--- config.mk ---
export PLATFORM = sky130hd
export DESIGN_NAME = booth_radix4_mult_flat
export DESIGN_NICKNAME = d
export VERILOG_FILES = /design/src/rtl/booth_radix4_mult_if.sv /design/src/rtl/booth_radix4_mult.sv /design/src/flat_wrapper.sv
export SDC_FILE = /design/constraint.sdc
export NUM_CORES = 1
export LEC_CHECK = 0
export ABC_CLOCK_PERIOD_IN_PS = 6000
export CAP_MARGIN = 10
export CORE_MARGIN = 2
export CORE_UTILIZATION = 40
export CTS_CLUSTER_SIZE = 20
export DETAILED_ROUTE_END_ITERATION = 8
export HOLD_SLACK_MARGIN = 0.02
export PLACE_DENSITY = 0.6
export SLEW_MARGIN = 10
export SYNTH_ARGS = -nofsm -noshare
export SYNTH_HDL_FRONTEND = slang
export SYNTH_SLANG_ARGS = --single-unit
--- constraint.sdc ---
create_clock -name clk -period 6 [get_ports clk]
set_input_delay 1.2 -clock clk [delete_from_list [all_inputs] [get_ports clk]]
set_output_delay 1.2 -clock clk [all_outputs]
set_load 0.01 [all_outputs]
--- src/rtl/booth_radix4_mult_if.sv ---
// Load/done multiply handshake between a host and the Booth multiplier.
// The host drives the operands and load; the multiplier returns product and done.
interface booth_radix4_mult_if #(
    parameter int WIDTH = 32
);
    logic [WIDTH-1:0]   m;
    logic [WIDTH-1:0]   r;
    logic               load;
    logic [2*WIDTH-1:0] product;
    logic               done;

    modport master (output m, output r, output load, input product, input done);
    modport slave  (input m, input r, input load, output product, output done);
endinterface

--- src/rtl/booth_radix4_mult.sv ---
// Sequential signed radix-4 Booth multiplier that retires two multiplier bits per clock.
// Optional macro BOOTH_ZERO_SKIP_EN: a zero operand finishes in one cycle instead of WIDTH/2.
module booth_radix4_mult #(
    parameter int WIDTH = 32
) (
    input  logic                clk,
    input  logic                reset,
    booth_radix4_mult_if.slave  bus
);

    localparam int CW = $clog2(WIDTH / 2);
    localparam logic [CW-1:0] CNT_INIT = CW'(WIDTH / 2 - 1);

    typedef enum logic [1:0] {
        IDLE,
        CALC,
        ZERO
    } state_t;

    state_t               state;
    state_t               state_next;
    logic [WIDTH+1:0]     mcand;
    logic [WIDTH+1:0]     a;
    logic [WIDTH-1:0]     q;
    logic                 qm1;
    logic [CW-1:0]        cnt;
    logic [2*WIDTH-1:0]   product_q;
    logic                 done_c;

    logic [WIDTH+1:0]     term;
    logic [WIDTH+1:0]     sum;
    logic signed [2*WIDTH+2:0] shifted;
    logic [WIDTH+1:0]     a_next;
    logic [WIDTH-1:0]     q_next;
    logic                 qm1_next;

`ifdef BOOTH_ZERO_SKIP_EN
    logic zero_op;
    assign zero_op = (bus.m == '0) || (bus.r == '0);
`endif

    always_ff @(posedge clk) begin
        if (!reset) begin
            state <= IDLE;
        end else begin
            state <= state_next;
        end
    end

    always_comb begin
        state_next = state;
        case (state)
            IDLE: begin
                if (bus.load) begin
`ifdef BOOTH_ZERO_SKIP_EN
                    if (zero_op) begin
                        state_next = ZERO;
                    end else begin
                        state_next = CALC;
                    end
`else
                    state_next = CALC;
`endif
                end
            end
            CALC: begin
                if (cnt == '0) begin
                    state_next = IDLE;
                end
            end
            default: state_next = IDLE;
        endcase
    end

    always_comb begin
        done_c = (state == IDLE);
    end

    // One radix-4 step: add the recoded multiple of M, then shift {A,Q,q_m1} right by two.
    always_comb begin
        case ({q[1:0], qm1})
            3'b001, 3'b010: term = mcand;
            3'b011:         term = mcand << 1;
            3'b100:         term = -(mcand << 1);
            3'b101, 3'b110: term = -mcand;
            default:        term = '0;
        endcase
        sum     = a + term;
        shifted = $signed({sum, q, qm1}) >>> 2;
    end

    assign a_next   = shifted[2*WIDTH+2:WIDTH+1];
    assign q_next   = shifted[WIDTH:1];
    assign qm1_next = shifted[0];

    always_ff @(posedge clk) begin
        if (!reset) begin
            mcand     <= '0;
            a         <= '0;
            q         <= '0;
            qm1       <= 1'b0;
            cnt       <= '0;
            product_q <= '0;
        end else begin
            case (state)
                IDLE: begin
                    if (bus.load) begin
                        mcand <= {{2{bus.m[WIDTH-1]}}, bus.m};
                        q     <= bus.r;
                        qm1   <= 1'b0;
                        a     <= '0;
                        cnt   <= CNT_INIT;
                    end
                end
                CALC: begin
                    a   <= a_next;
                    q   <= q_next;
                    qm1 <= qm1_next;
                    if (cnt == '0) begin
                        product_q <= {a_next[WIDTH-1:0], q_next};
                    end else begin
                        cnt <= cnt - 1'b1;
                    end
                end
`ifdef BOOTH_ZERO_SKIP_EN
                ZERO: begin
                    product_q <= '0;
                end
`endif
                default: ;
            endcase
        end
    end

    assign bus.done    = done_c;
    assign bus.product = product_q;

endmodule
--- src/flat_wrapper.sv ---
// flat-port wrapper written by rule: the top's interface ports become plain ports
module booth_radix4_mult_flat 
#(
    parameter int WIDTH = 32
)
  (clk, reset, bus_m, bus_r, bus_load, bus_product, bus_done);
  booth_radix4_mult_if #(.WIDTH(WIDTH)) bus_i ();
  input  logic clk;
  input  logic reset;
  input wire logic [$bits(bus_i.m)-1:0] bus_m;
  input wire logic [$bits(bus_i.r)-1:0] bus_r;
  input wire logic [$bits(bus_i.load)-1:0] bus_load;
  output wire logic [$bits(bus_i.product)-1:0] bus_product;
  output wire logic [$bits(bus_i.done)-1:0] bus_done;
  assign bus_i.m = bus_m;
  assign bus_i.r = bus_r;
  assign bus_i.load = bus_load;
  assign bus_product = bus_i.product;
  assign bus_done = bus_i.done;
  booth_radix4_mult #(.WIDTH(WIDTH)) u_core (.clk(clk), .reset(reset), .bus(bus_i));
endmodule
# Word-level counts from Yosys, hierarchy flattened
# Index checks and enable logic that the tools add are counted.
# classes
add_sub_neg,4
multipliers,0
div_mod_pow,0
n_lt_le_gt_ge,0
eq_ne,10
n_shift,0
muxes,13
n_bitwise,0
n_reduce_logical,10
# ops
op,n
$pmux W34 S4,1
$neg A34 Y34,2
$pmux W34 S2,1
$pmux W32 S2,1
$add A34 B34 Y34,1
$mux W34,1
$mux W32,1
$eq A3 B3 Y1 const B,3
$mux W4,2
$pmux W4 S2,1
$reduce_and A2 Y1,4
$eq A3 B2 Y1 const B,2
$logic_not A4 Y1,1
$mux W2,2
$ne A2 B2 Y1 const B,2
$pmux W2 S2,1
$reduce_or A2 Y1,2
$sub A4 B1 Y4 const B,1
$eq A3 B1 Y1 const B,1
$reduce_and A3 Y1,1
$eq A2 B1 Y1 const B,1
$logic_not A2 Y1,1
$ne A2 B1 Y1 const B,1
$pmux W1 S2,1
2 further kinds,2
# word_totals
ff_bits,169
latch_bits,0
ramBits,0
rom_bits,0
out_inout_bits,65
mem_count,0

# Longest topological paths before layout
# depth
word_depth,5
depth_mapped,21

# Least setup slack after synthesis
# OpenSTA, ideal clock, no wires.
# synth_timing
path_kind,reg-to-reg
start,register u_core.mcand[2]
end,"register u_core.product_q[63], in the netlist u_core.bus.product[63]"
t_arrival_ns,4.372
t_required_ns,5.878
path_slack_ns,1.507
stages_incl_launch_ff,18
path_buffers,2
synth_period_minus_slack_ns,4.493
cell_sequence,dfxtp_1 buf_4 or3_1 or2_1 or3_1 or3_1 xnor2_1 o221ai_1 ha_1 clkbuf_1 a21o_1 a211o_1 o31a_1 a41o_1 a221oi_2 o21ai_0 xnor3_1 o21ai_0
# synth_via
elab_chain_cells,3
word_cells_on_any_way,4
# synth_lines
item,line_no,source
"start, declared",booth_radix4_mult.sv:22,logic [WIDTH+1:0] mcand;
"start signal, assigned",booth_radix4_mult.sv:108,"mcand <= {{2{bus.m[WIDTH-1]}}, bus.m};"
$neg A34 Y34 (on tied branches),"booth_radix4_mult.sv:85, booth_radix4_mult.sv:84",
$pmux W34 S4 (*),booth_radix4_mult.sv:81,"case ({q[1:0], qm1})"
$add A34 B34 Y34 (*),booth_radix4_mult.sv:88,sum = a + term;
"end signal, assigned",booth_radix4_mult.sv:120,"product_q <= {a_next[WIDTH-1:0], q_next};"
"end, declared",booth_radix4_mult.sv:27,logic [2*WIDTH-1:0] product_q;
# Mark *: on every way between the ends. The rest lies on a longest branch, timed or not.
# A chain may end at the register's enable or synchronous reset.

# Final worst setup path
# layout_timing
start,register u_core.mcand[2]
end,register u_core.a[32]
# layout_via
elab_chain_cells,4
word_cells_on_any_way,5
# layout_lines
item,line_no,source
$neg A34 Y34 (on tied branches),"booth_radix4_mult.sv:85, booth_radix4_mult.sv:84",
$pmux W34 S4 (*),booth_radix4_mult.sv:81,
$add A34 B34 Y34 (*),booth_radix4_mult.sv:88,
$pmux W34 S2 (*),booth_radix4_mult.sv:105,case (state)
"end signal, assigned",booth_radix4_mult.sv:116,a <= a_next;
"end, declared",booth_radix4_mult.sv:23,logic [WIDTH+1:0] a;
# Marks and branches as above.

==> results.txt <==
Resize count post-CTS -> 0
post-DR wirelength/cell -> 16.6 um
I/O pin total -> 132
share of layout cells above drive strength 1 -> 5.26%
Worst setup EP type -> flip-flop
count leader, synth -> nand2_1
# DRC -> 0
first-pass GRT wire length -> 46.1 mm
Final Hold Vio Count -> 0
RSZ-0062 raised after global routing -> no
vias in the first global route -> 8741
Post-synth EDFFs -> 0
R2R depth -> 17
vias per std cell -> 5.47
vias -> 9360
Yosys top cell area share -> 33.9%
GPL Wtd Cong -> 0.882
critical path peak fanout -> 9
cell taking the most area after synthesis -> dfxtp_1
status -> finished clean
synth unique cells -> 69
Final Cell Area -> 11800 sq um
Worst Path Required -> 6.30 ns
Final Setup Violations -> 0
min Tclk post-route -> 4.98 ns
Layout Nets -> 1477
Antenna Violating Nets Remaining -> 0
synthesized flop and latch total -> 166
CP arrival -> 5.28 ns
placed instance area -> 11300 sq um
Post-Route Setup TNS -> 0 ns
Mapped Cells -> 1313
antenna violations before repair -> 0
H-tree levels -> 4
Hold Crit Class -> flip-flop to flip-flop
number of max-cap violations -> 0
hpwl dp -> 19.6 mm
GRT overflow -> 0
DR iter-0 viols -> 698
# fillers -> 2367
Die Width -> 161 um
Post-synth top cells -> 232 x nand2_1, 175 x a21oi_1, 166 x dfxtp_1
area delta synth->final -> 20.7%
Site Rows -> 57
CTS root buffer -> clkbuf_16
leak pwr -> 4.51 nW
prevailing post-synth register cell -> dfxtp_1
core area -> 24200 sq um
post-synthesis sequential area ratio -> 33.9%
Max Root-Sink Buffers -> 2
max-slew headroom at the worst pin -> 24.8%
clock slew at reported path FFs -> 0.07 ns
fmax -> 201 MHz
Post-synth ARST share -> 0%
hold_buf cts -> 0
Routed WL -> 28.5 mm
synthesized area per cell -> 7.47 sq um
die area -> 25800 sq um
TritonCTS Buffers -> 17
Synth Cell Area -> 9810 sq um
Slew @ Worst Pin -> 1.13 ns
VDD IR-drop max -> 0.000147 V
Hold Crit Depth -> 2
CTS tree -> built
Slew Limit Fails -> 0
Ys Warns -> 0
effective utilization at floorplan -> 40.6%
first drt pass iteration count -> 5
Pwr Density -> 244 nW/um^2
Setup CP Type -> flip-flop to flip-flop
Mapped Nets -> 1416
crit share post-route -> 83.0%
largest net degree at the start of global routing -> 90
post-CTS setup buffers -> 0
Num Clock Sinks -> 166
worst hold slack -> 0.452 ns
worst slack, placed -> 1.12 ns
Setup crit start kind -> flip-flop
clk_skew -> 0.0119 ns
number of port buffers -> 131
Clk Latency, worst-skew pair -> 0.43 ns
Synth area leaders -> dfxtp_1 34%, a21oi_1 8.9%, nand2_1 8.9%
non-filler cells in the finished layout -> 1712
Placed Cells -> 1679
setup slack after layout -> 1.02 ns
Die H -> 161 um
GRT Overall Usage -> 22.1%
-- worst max-delay path, cell delays in order (launching register included) --
cell	delay, ns
dfxtp_1	0.39
or3_1	0.52
or3_1	0.45
nor3_1	0.26
nand2b_1	0.17
xnor2_1	0.08
a221oi_1	0.36
a31oi_1	0.08
ha_1	0.41
and4_1	0.25
and3_1	0.19
o2111a_1	0.16
o31a_1	0.31
a41o_1	0.32
a221oi_2	0.40
o21ai_0	0.17
xnor3_1	0.25
o32ai_1	0.07
-- metrics by stage --
| step | power [mW] | utilization [%] |
|---|---|---|
| after detailed placement | 1.82 | 46.6 |
| after global routing | 3.02 | 49.0 |
| after floorplan | 1.63 | - |
| final | 2.88 | 49.0 |
| after CTS | 2.91 | 49.0 |
| after global placement | 1.81 | 46.6 |
-- final cells by class --
type / instances / area, sq um / share of cell area (%)
diodes: 1 / 2.50 / 0.0211
multi-input cells: 1020 / 6010 / 50.8
clock inverters: 15 / 151 / 1.28
well taps: 324 / 405 / 3.42
flip-flops and latches: 166 / 3330 / 28.1
repair buffers: 149 / 1440 / 12.2
inverters: 20 / 77.6 / 0.655
clock buffers: 17 / 425 / 3.59
-- final timing paths --
kind | start | endpoint | slack (ns)
max | u_core.mcand[2] | u_core.a[32] | 1.02
min | u_core.bus.product[0] | u_core.bus.product[0] | 0.45
max reg2reg | u_core.mcand[2] | u_core.a[32] | 1.02
min reg2reg | u_core.bus.product[0] | u_core.bus.product[0] | 0.45
-- placed cells by master (no fill, tap or decap), drive strengths merged, types with 31 or more instances in the layout --
cell and count:
xor2 34, ha 35, a21oi 175, dfxtp 166, xnor2 35, mux2i 36
clkdlybuf4s50 130, nand3 31, nor2 133, o21ai 61, nand2 233
-- cells by family after synthesis --
group                      synth area share (%)
DFF                                        33.9
and+or+nand+nor                            24.7
muxes                                      3.90
adders and majority gates                  4.67
AOI/OAI and AO/OA                          21.5
xor gates and xnor gates                   6.39
buffers and inverters                      4.95
-- power by group --
group / switching, mW / internal, mW / total (mW)
registers: 0.0592 / 1.15 / 1.21
clock network: 0.534 / 0.554 / 1.09
logic: 0.351 / 0.233 / 0.584
-- metal layers --
metal / global-route usage (%) / share of wire, % / vias to the layer above
met3: 3.31 / 3.7 / 41
met4: 8.07 / 2.4 / 0
met2: 36.0 / 47 / 218
met5: 0 / 0 / -
li1: - / - / 4717
met1: 29.7 / 47 / 4384
-- sequential cells by signal, summed over array words and instances, names as in the netlist --
signal,cells
u_core.a,32
u_core.mcand,32
u_core.qm1,1
u_core.state,1
u_core.bus.product,64
u_core.q,32
u_core.cnt,4
No activity file was read; power rests on OpenSTA's default activity.
